==> src/rtl/laser_pkg.sv <==
// Shared types and sizes for the laser dose controller.
// The optional interlock (LASER_INTERLOCK_EN) is handled in laser_dose_ctrl only.
package laser_pkg;

    localparam int DUR_W = 4;
    localparam int CNT_W = 8;
    localparam int NREQ  = 2;

    typedef enum logic [1:0] {
        IDLE = 2'd0,
        ON   = 2'd1,
        COOL = 2'd2
    } state_t;

    // Round-robin pick between the two requesters; last_hi=1 means B[1] was granted last.
    function automatic logic [NREQ-1:0] rr_pick(input logic [NREQ-1:0] req,
                                                input logic            last_hi);
        logic [NREQ-1:0] pick;
        pick = 2'b00;
        case (req)
            2'b01:   pick = 2'b01;
            2'b10:   pick = 2'b10;
            2'b11:   pick = last_hi ? 2'b01 : 2'b10;
            default: pick = 2'b00;
        endcase
        return pick;
    endfunction

endpackage

==> src/rtl/laser_timer.sv <==
// Loadable 8-bit down-counter with a zero flag; saturates at zero instead of wrapping.
module laser_timer
    import laser_pkg::*;
(
    input  logic             clk,
    input  logic             rst_n,
    input  logic             load,
    input  logic [CNT_W-1:0] load_val,
    input  logic             dec,
    output logic             zero
);

    logic [CNT_W-1:0] cnt;

    always_ff @(posedge clk or negedge rst_n) begin
        if (!rst_n) begin
            cnt <= '0;
        end else if (load) begin
            cnt <= load_val;
        end else if (dec && (cnt != '0)) begin
            cnt <= cnt - 1'b1;
        end
    end

    assign zero = (cnt == '0);

endmodule

==> src/rtl/laser_dose_ctrl.sv <==
// Laser pulse controller: two-requester round-robin arbiter, IDLE/ON/COOL FSM, registered outputs.
// Define LASER_INTERLOCK_EN to add the Ilk safety interlock input and the Abort output.
module laser_dose_ctrl
    import laser_pkg::*;
#(
    parameter int COOL_CYC = 8
) (
    input  logic             Clk,
    input  logic             Rst,
    input  logic [NREQ-1:0]  B,
    input  logic [DUR_W-1:0] Dur,
`ifdef LASER_INTERLOCK_EN
    input  logic             Ilk,
    output logic             Abort,
`endif
    output logic             X,
    output logic [NREQ-1:0]  Gnt,
    output logic             Busy,
    output logic             Done
);

    // The counter holds "cycles remaining after this one", so loads are length minus one.
    localparam logic [CNT_W-1:0] COOL_LOAD = CNT_W'(COOL_CYC - 1);

    state_t           state;
    logic             last_hi;
    logic [NREQ-1:0]  grant;
    logic             start;
    logic             trip;
    logic             zero;
    logic             load;
    logic [CNT_W-1:0] load_val;
    logic             dec;

    always_comb begin
        grant = rr_pick(B, last_hi);
`ifdef LASER_INTERLOCK_EN
        start = (|B) && !Ilk;
        trip  = Ilk;
`else
        start = |B;
        trip  = 1'b0;
`endif
    end

    always_comb begin
        load     = 1'b0;
        load_val = '0;
        dec      = 1'b0;
        case (state)
            IDLE: begin
                if (start) begin
                    load     = 1'b1;
                    load_val = CNT_W'(Dur);
                end
            end
            ON: begin
                if (trip || zero) begin
                    load     = 1'b1;
                    load_val = COOL_LOAD;
                end else begin
                    dec = 1'b1;
                end
            end
            COOL:    dec = 1'b1;
            default: dec = 1'b0;
        endcase
    end

    laser_timer u_timer (
        .clk      (Clk),
        .rst_n    (Rst),
        .load     (load),
        .load_val (load_val),
        .dec      (dec),
        .zero     (zero)
    );

    always_ff @(posedge Clk or negedge Rst) begin
        if (!Rst) begin
            state   <= IDLE;
            X       <= 1'b0;
            Gnt     <= '0;
            Busy    <= 1'b0;
            Done    <= 1'b0;
            last_hi <= 1'b1;
`ifdef LASER_INTERLOCK_EN
            Abort   <= 1'b0;
`endif
        end else begin
            Done <= 1'b0;
`ifdef LASER_INTERLOCK_EN
            Abort <= 1'b0;
`endif
            case (state)
                IDLE: begin
                    if (start) begin
                        state   <= ON;
                        X       <= 1'b1;
                        Gnt     <= grant;
                        Busy    <= 1'b1;
                        last_hi <= grant[1];
                    end
                end
                ON: begin
                    if (trip) begin
                        state <= COOL;
                        X     <= 1'b0;
`ifdef LASER_INTERLOCK_EN
                        Abort <= 1'b1;
`endif
                    end else if (zero) begin
                        state <= COOL;
                        X     <= 1'b0;
                        Done  <= 1'b1;
                    end
                end
                COOL: begin
                    if (zero) begin
                        state <= IDLE;
                        Gnt   <= '0;
                        Busy  <= 1'b0;
                    end
                end
                default: begin
                    state <= IDLE;
                    X     <= 1'b0;
                    Gnt   <= '0;
                    Busy  <= 1'b0;
                end
            endcase
        end
    end

endmodule

==> config.mk <==
export PLATFORM = sky130hd
export DESIGN_NAME = laser_dose_ctrl
export DESIGN_NICKNAME = d
export VERILOG_FILES = /design/src/rtl/laser_pkg.sv /design/src/rtl/laser_timer.sv /design/src/rtl/laser_dose_ctrl.sv
export SDC_FILE = /design/constraint.sdc
export NUM_CORES = 1
export LEC_CHECK = 0
export CAP_MARGIN = 20
export CORE_UTILIZATION = 55
export CTS_BUF_LIST = sky130_fd_sc_hd__clkbuf_8 sky130_fd_sc_hd__clkbuf_16
export DETAILED_ROUTE_END_ITERATION = 12
export PLACE_DENSITY = 0.8
export SLEW_MARGIN = 20
export SYNTH_ARGS = -nofsm -noshare
export SYNTH_HDL_FRONTEND = slang
export SYNTH_SLANG_ARGS = --single-unit
==> constraint.sdc <==
create_clock -name Clk -period 6.1 [get_ports Clk]
set_clock_uncertainty 0.05 [all_clocks]
set_input_delay 1.22 -clock Clk [delete_from_list [all_inputs] [get_ports Clk]]
set_output_delay 1.22 -clock Clk [all_outputs]
set_load 0.02 [all_outputs]
==> out/metrics.yaml, run 1 <==
avgSynthCellArea_um2: 10.1
tritoncts: "yes"
dieWidth_um: 44.4
power_density_nw_per_um2: 491
avgViaCountPerCell: 5.99
period_share_pct: 44.0
end_kind: "flip-flop"
final_common_cell: "dfrtp_1"
path_clk_slew_ns: 0.06
max_cap_violations: 0
post_cts_resize_count: 0
reg2reg_depth: 6
drc_errors: 0
netlist_instances: 98
synth_top_family_by_area: "compound AO/OA/AOI/OAI gates"
dieArea_um2: 1980
rsz0062_at_grt: "no"
status: "finished, final reports clean"
hold_path.class: "reg2reg"
switchingPower_w: 0.000253
min_to: "X"
syn_area_um2: 991
fin_nets: 126
min_period_ns: 2.69
grt_max_degree: 17
setup_tns_ns: 0
fmax_mhz: 372
cts_made_buffers: 3
required_ns: 6.17
first_pass_iters: 4
yosys_warnings: 0
yosys.area_share.simple_pct: 20.5
vdd_drop_max_mv: 0.298
h-tree-depth: 1
hpwl_um: 1430
reg2reg_to: "u_timer.cnt[6]"
clock_latency_ns: 0.24
antenna_found_initial: 0
dpl_worst_slack_ns: 2.86
swShare_pct: 43.7
slew_viol_final: 0
p_leak_nw: 0.473
power_w: 0.000578
clk_path_buf_depth: 2
ant_nets: 0
yosysSeqAreaShare_pct: 40.5
synth_xor_area_share_pct: 1.77
syn_to_final_growth_pct: 18.8
totalWireLength_um: 1940
muxShareOfSynthArea_pct: 3.28
cts_sinks: 16
rr_startpoint: "u_timer.cnt[0]"
internal-power_w: 0.000325
maxSlewHeadroom_pct: 52.5
crit_fanout: 11
hold_buffers: 0
die_h_um: 44.4
final_cell_mix: "dfrtp_1 (15), clkdlybuf4s50_1 (12), nor2_1 (11), inv_1 (8), ha_1 (5)"
min_from: "X"
ys_types: 39
core_area_um2: 1590
seqPwrFrac_pct: 31.7
power_frac_comb_pct: 54.7
clock-root-buffer: "clkbuf_8"
grt_use_total_pct: 22.7
rows: 14
synth_fp_nets: 111
io_pins: 13
power_frac_clock_pct: 13.7
grt_pass1_vias: 776
gp_congestion: 0.861
cp.arrival_ns: 2.76
antennaDiodeCount: 0
grt_remaining_overflow: 0
synth_fa_ha_area_share_pct: 6.31
start_kind: "primary input"
worst_slew_pin_slew_ns: 0.710
routed-via-count: 815
synth_seq_cells: 16
grt_pass1_wl_um: 3300
reg2reg_setup_slack_ns: 3.98
post_cts_buffers: 0
drive_gt1_share_pct: 11.6
io_buffers: 12
hold_depth: 1
hold_viol: 0
setup_viol: 0
setup_ws_ns: 3.41
drt_iter0_drc: 26
wl_per_cell_um: 14.2
critPathKind: "in2reg"
synth_compound_area_share_pct: 24.1
initial_core_util_pct: 62.2
## area by class of cell
type | count | area (µm²)
Tap cell | 24 | 30.0
Multi-Input combinational cell | 73 | 554
Sequential cell | 16 | 402
Clock buffer | 3 | 41.3
Clock inverter | 1 | 3.75
Timing Repair Buffer | 12 | 120
Inverter | 7 | 26.3
Fill cell | 115 | 417
## how the worst max path moves through the flow
stage / cells after the start / slack (ns) / endpoint / from
finish: 4 / 3.41 / u_timer.cnt[1] / B[0]
global route: 5 / 3.21 / u_timer.cnt[1] / B[0]
CTS: 4 / 3.12 / u_timer.cnt[3] / B[0]
detailed placement: 4 / 2.86 / u_timer.cnt[3] / B[0]
global placement: 4 / 2.94 / u_timer.cnt[3] / B[0]
floorplan: 4 / 3.92 / u_timer.cnt[0] / B[1]
## worst max-delay path, cell delays in order
cell and delay (ns):
clkdlybuf4s50_1 0.52, o21ai_1 0.58, a41oi_1 0.22, o32a_1 0.21
## power groups by stage
| stage | combinational, W | clock, W | sequential [W] |
|---|---|---|---|
| 3_3_place_gp | 0.000302 | 0 | 0.000183 |
| 3_5_place_dp | 0.000311 | 0 | 0.000185 |
| 6_report | 0.000316 | 0.0000789 | 0.000183 |
| 2_1_floorplan | 0.000224 | 0 | 0.000190 |
| 5_1_grt | 0.000347 | 0.0000847 | 0.000188 |
| 4_1_cts | 0.000314 | 0.0000813 | 0.000183 |
## layer usage
metal	wire, µm	track usage (%)	vias up
li1	-	-	410
met1	984	31.4	384
met2	868	37.4	21
met3	84	2.45	0
met4	0	6.67	0
met5	0	0	-
## kinds of logic after synthesis
family          Yosys count
xor+xnor                  2
compound gates           31
simple gates             32
fa+ha+maj                 5
mux                       3
buf+inv                   9
flops                    16
## sequential cells by signal (all words and copies together), names as in the netlist
name         flops
last_hi          1
u_timer.cnt      8
Gnt              2
state            2
Done             1
X                1
Busy             1
## stage by stage
stage	hold WS, ns	cells	instance area (µm²)	utilization (%)
after floorplan	0.454	98	991	-
after global placement	0.434	132	1130	71.0
after detailed placement	0.434	132	1130	71.0
after CTS	0.457	136	1180	73.9
after global routing	0.477	136	1180	73.9
final	0.452	136	1180	73.9
## cells in the mapped netlist
master    count  area share, %
a211o_1       1           0.88
a21oi_1       3            1.5
a22o_1        2            1.8
a31oi_1       3            1.9
a31oi_4       1            2.1
a41o_2        1            1.1
a41oi_1       3            2.7
clkbuf_1      1           0.38
clkbuf_2      1           0.50
dfrtp_1      15             38
dfstp_2       1            2.7
ha_1          5            6.3
inv_1         7            2.7
mux2_2        2            2.3
mux2i_1       1            1.0
nand2_1       3            1.1
nand2b_1      1           0.63
nand3_1       1           0.50
nand3b_1      1           0.76
nor2_1       11            4.2
nor3_1        4            2.0
nor3b_1       1           0.76
nor4_1        2            1.3
nor4_4        2            4.3
nor4b_1       1           0.88
o211ai_1      1           0.76
o21a_1        2            1.5
o21ai_0       5            2.5
o21bai_1      1           0.76
o22ai_1       2            1.3
o311ai_0      1           0.88
o31ai_1       2            1.5
o32a_1        2            2.0
o41ai_1       1           0.88
or3_2         1           0.76
or3b_2        1           0.88
or4_1         2            1.5
or4_2         1           0.88
xnor2_1       2            1.8
Power figures use the tool's default switching activity.
==> inputs of run 2 (changes only) <==
CORE_UTILIZATION = 48   (was 55)
PLACE_DENSITY = 0.74   (was 0.8)
clock period = 2.2 ns   (was 6.1 ns; I/O delays follow)
==> run 2 against run 1 <==
  * Power grew to 2.9 times the previous value
  * Register-to-register slack worse by 3.8 ns
  * Utilization shrank 11 points
  * Largest cell class unchanged
  * Sequential share of layout area is 1.0 points lower
  * Sequential cell count unchanged
  * Critical path type is now reg2reg
==> out/metrics.yaml, run 2 (same netlist as run 1, synthesis figures left out) <==
status: "finished, final reports clean"
rows: 16
h-tree-depth: 1
first_pass_iters: 4
io_pins: 13
post_cts_buffers: 0
ant_nets: 0
rsz0062_at_grt: "no"
grt_pass1_vias: 791
start_kind: "flip-flop"
crit_fanout: 5
routed-via-count: 836
fin_nets: 129
clock_latency_ns: 0.26
dieWidth_um: 47.4
grt_max_degree: 17
reg2reg_setup_slack_ns: 0.22
max_cap_violations: 0
vdd_drop_max_mv: 0.755
cts_made_buffers: 3
tritoncts: "yes"
die_h_um: 47.4
post_cts_resize_count: 0
syn_to_final_growth_pct: 22.5
crit_buf_inv: 1
drc_errors: 0
stdcell_count: 142
slew_viol_final: 0
path_clk_slew_ns: 0.06
hpwl_um: 1490
hold_viol: 0
required_ns: 2.30
regMostFlops: "u_timer.cnt"
maxSlewHeadroom_pct: 55.9
grt_pass1_wl_um: 3390
cpLargestDelayFamily: "simple AND/OR/NAND/NOR gates"
timing.hold.ws_ns: 0.448
crit_slowest_cell: "or3b_2"
critPathKind: "reg2reg"
cts_sinks: 16
gp_congestion: 0.849
antennaDiodeCount: 0
dieArea_um2: 2250
end_kind: "flip-flop"
period_share_pct: 90.0
critPathMaxStageDelay_ns: 0.49
reg2reg_to: "u_timer.cnt[6]"
p_leak_nw: 0.489
drt_iter0_drc: 14
setup_viol: 0
grt_remaining_overflow: 0
largest_register_ffs: 8
antenna_found_initial: 0
wl_per_cell_um: 14.4
final_common_cell: "dfrtp_1"
totalWireLength_um: 2050
avgViaCountPerCell: 5.89
grt_use_total_pct: 22.6
hold_buffers: 0
hold_path.class: "in2async"
n_fill_cell: 171
power_density_nw_per_um2: 1370
crit_path_cell_trace: "inv_1, ha_1, or3b_2, nor4b_1, xnor2_1, nor2_1"
core_area_um2: 1940
rr_startpoint: "u_timer.cnt[0]"
dp_cells: 138
setup_tns_ns: 0
initial_core_util_pct: 51.0
cp.arrival_ns: 2.08
clk_path_buf_depth: 2
fmax_mhz: 505
power_w: 0.00166
drive_gt1_share_pct: 14.8
min_period_ns: 1.98
reg_top3: "u_timer.cnt x8, Gnt x2, state x2"
clock-root-buffer: "clkbuf_8"
io_buffers: 12
final_cell_mix: "dfrtp_1 (15), clkdlybuf4s50_1 (12), nor2_1 (11), inv_1 (7)"
reg2reg_depth: 6
worst_slew_pin_slew_ns: 0.654
-- run 2: cell count changes in the layout (fill, tap and decap cells not counted) --
| cell | delta |
|---|---|
| o21ai_1 | -1 |
| o21ai_0 | +1 |
| buf_4 | +3 |
| inv_1 | -1 |
| clkbuf_8 | +1 |
-- run 2: worst max-delay path by stage --
stage / from / to / slack (ns) / depth (start not counted)
global placement: B[0] / u_timer.cnt[0] / 0.25 / 6
finish: u_timer.cnt[0] / u_timer.cnt[6] / 0.22 / 6
global route: u_timer.cnt[5] / u_timer.cnt[0] / 0.07 / 4
CTS: u_timer.cnt[0] / u_timer.cnt[1] / 0.22 / 6
floorplan: u_timer.cnt[0] / u_timer.cnt[6] / 0.27 / 7
detailed placement: state[1] / u_timer.cnt[1] / 0.24 / 6
-- run 2: metal layers --
layer	wire length, µm	GRT usage, %	vias up
li1	-	-	416
met1	991	29.4	403
met2	942	33.7	11
met3	71	5.66	6
met4	42	13.7	0
met5	0	0	-
-- run 2: power breakdown --
part	internal, W	switching [W]
clock	0.000159	0.000110
combinational	0.000394	0.000497
sequential	0.000403	0.0000999
total	0.000955	0.000707
-- run 2: area by class of cell --
class	count	area (µm²)	area share [%]
Multi-Input combinational cell	73	554	45.7
Sequential cell	16	402	33.1
Timing Repair Buffer	15	143	11.8
Clock buffer	4	55.1	4.54
Tap cell	27	33.8	2.78
Inverter	7	26.3	2.16
-- run 2: worst register-to-register path: stages, from the launching register on --
cell     delay [ns]
dfrtp_1        0.42
inv_1          0.08
ha_1           0.20
or3b_2         0.49
nor4b_1        0.39
xnor2_1        0.18
nor2_1         0.07
-- run 2: through the flow --
step	setup WS (ns)	area, µm²	utilization (%)
finish	0.219	1210	62.5
global route	0.0732	1210	62.5
CTS	0.219	1210	62.5
detailed placement	0.237	1160	59.7
global placement	0.253	1160	59.7
floorplan	0.270	991	-
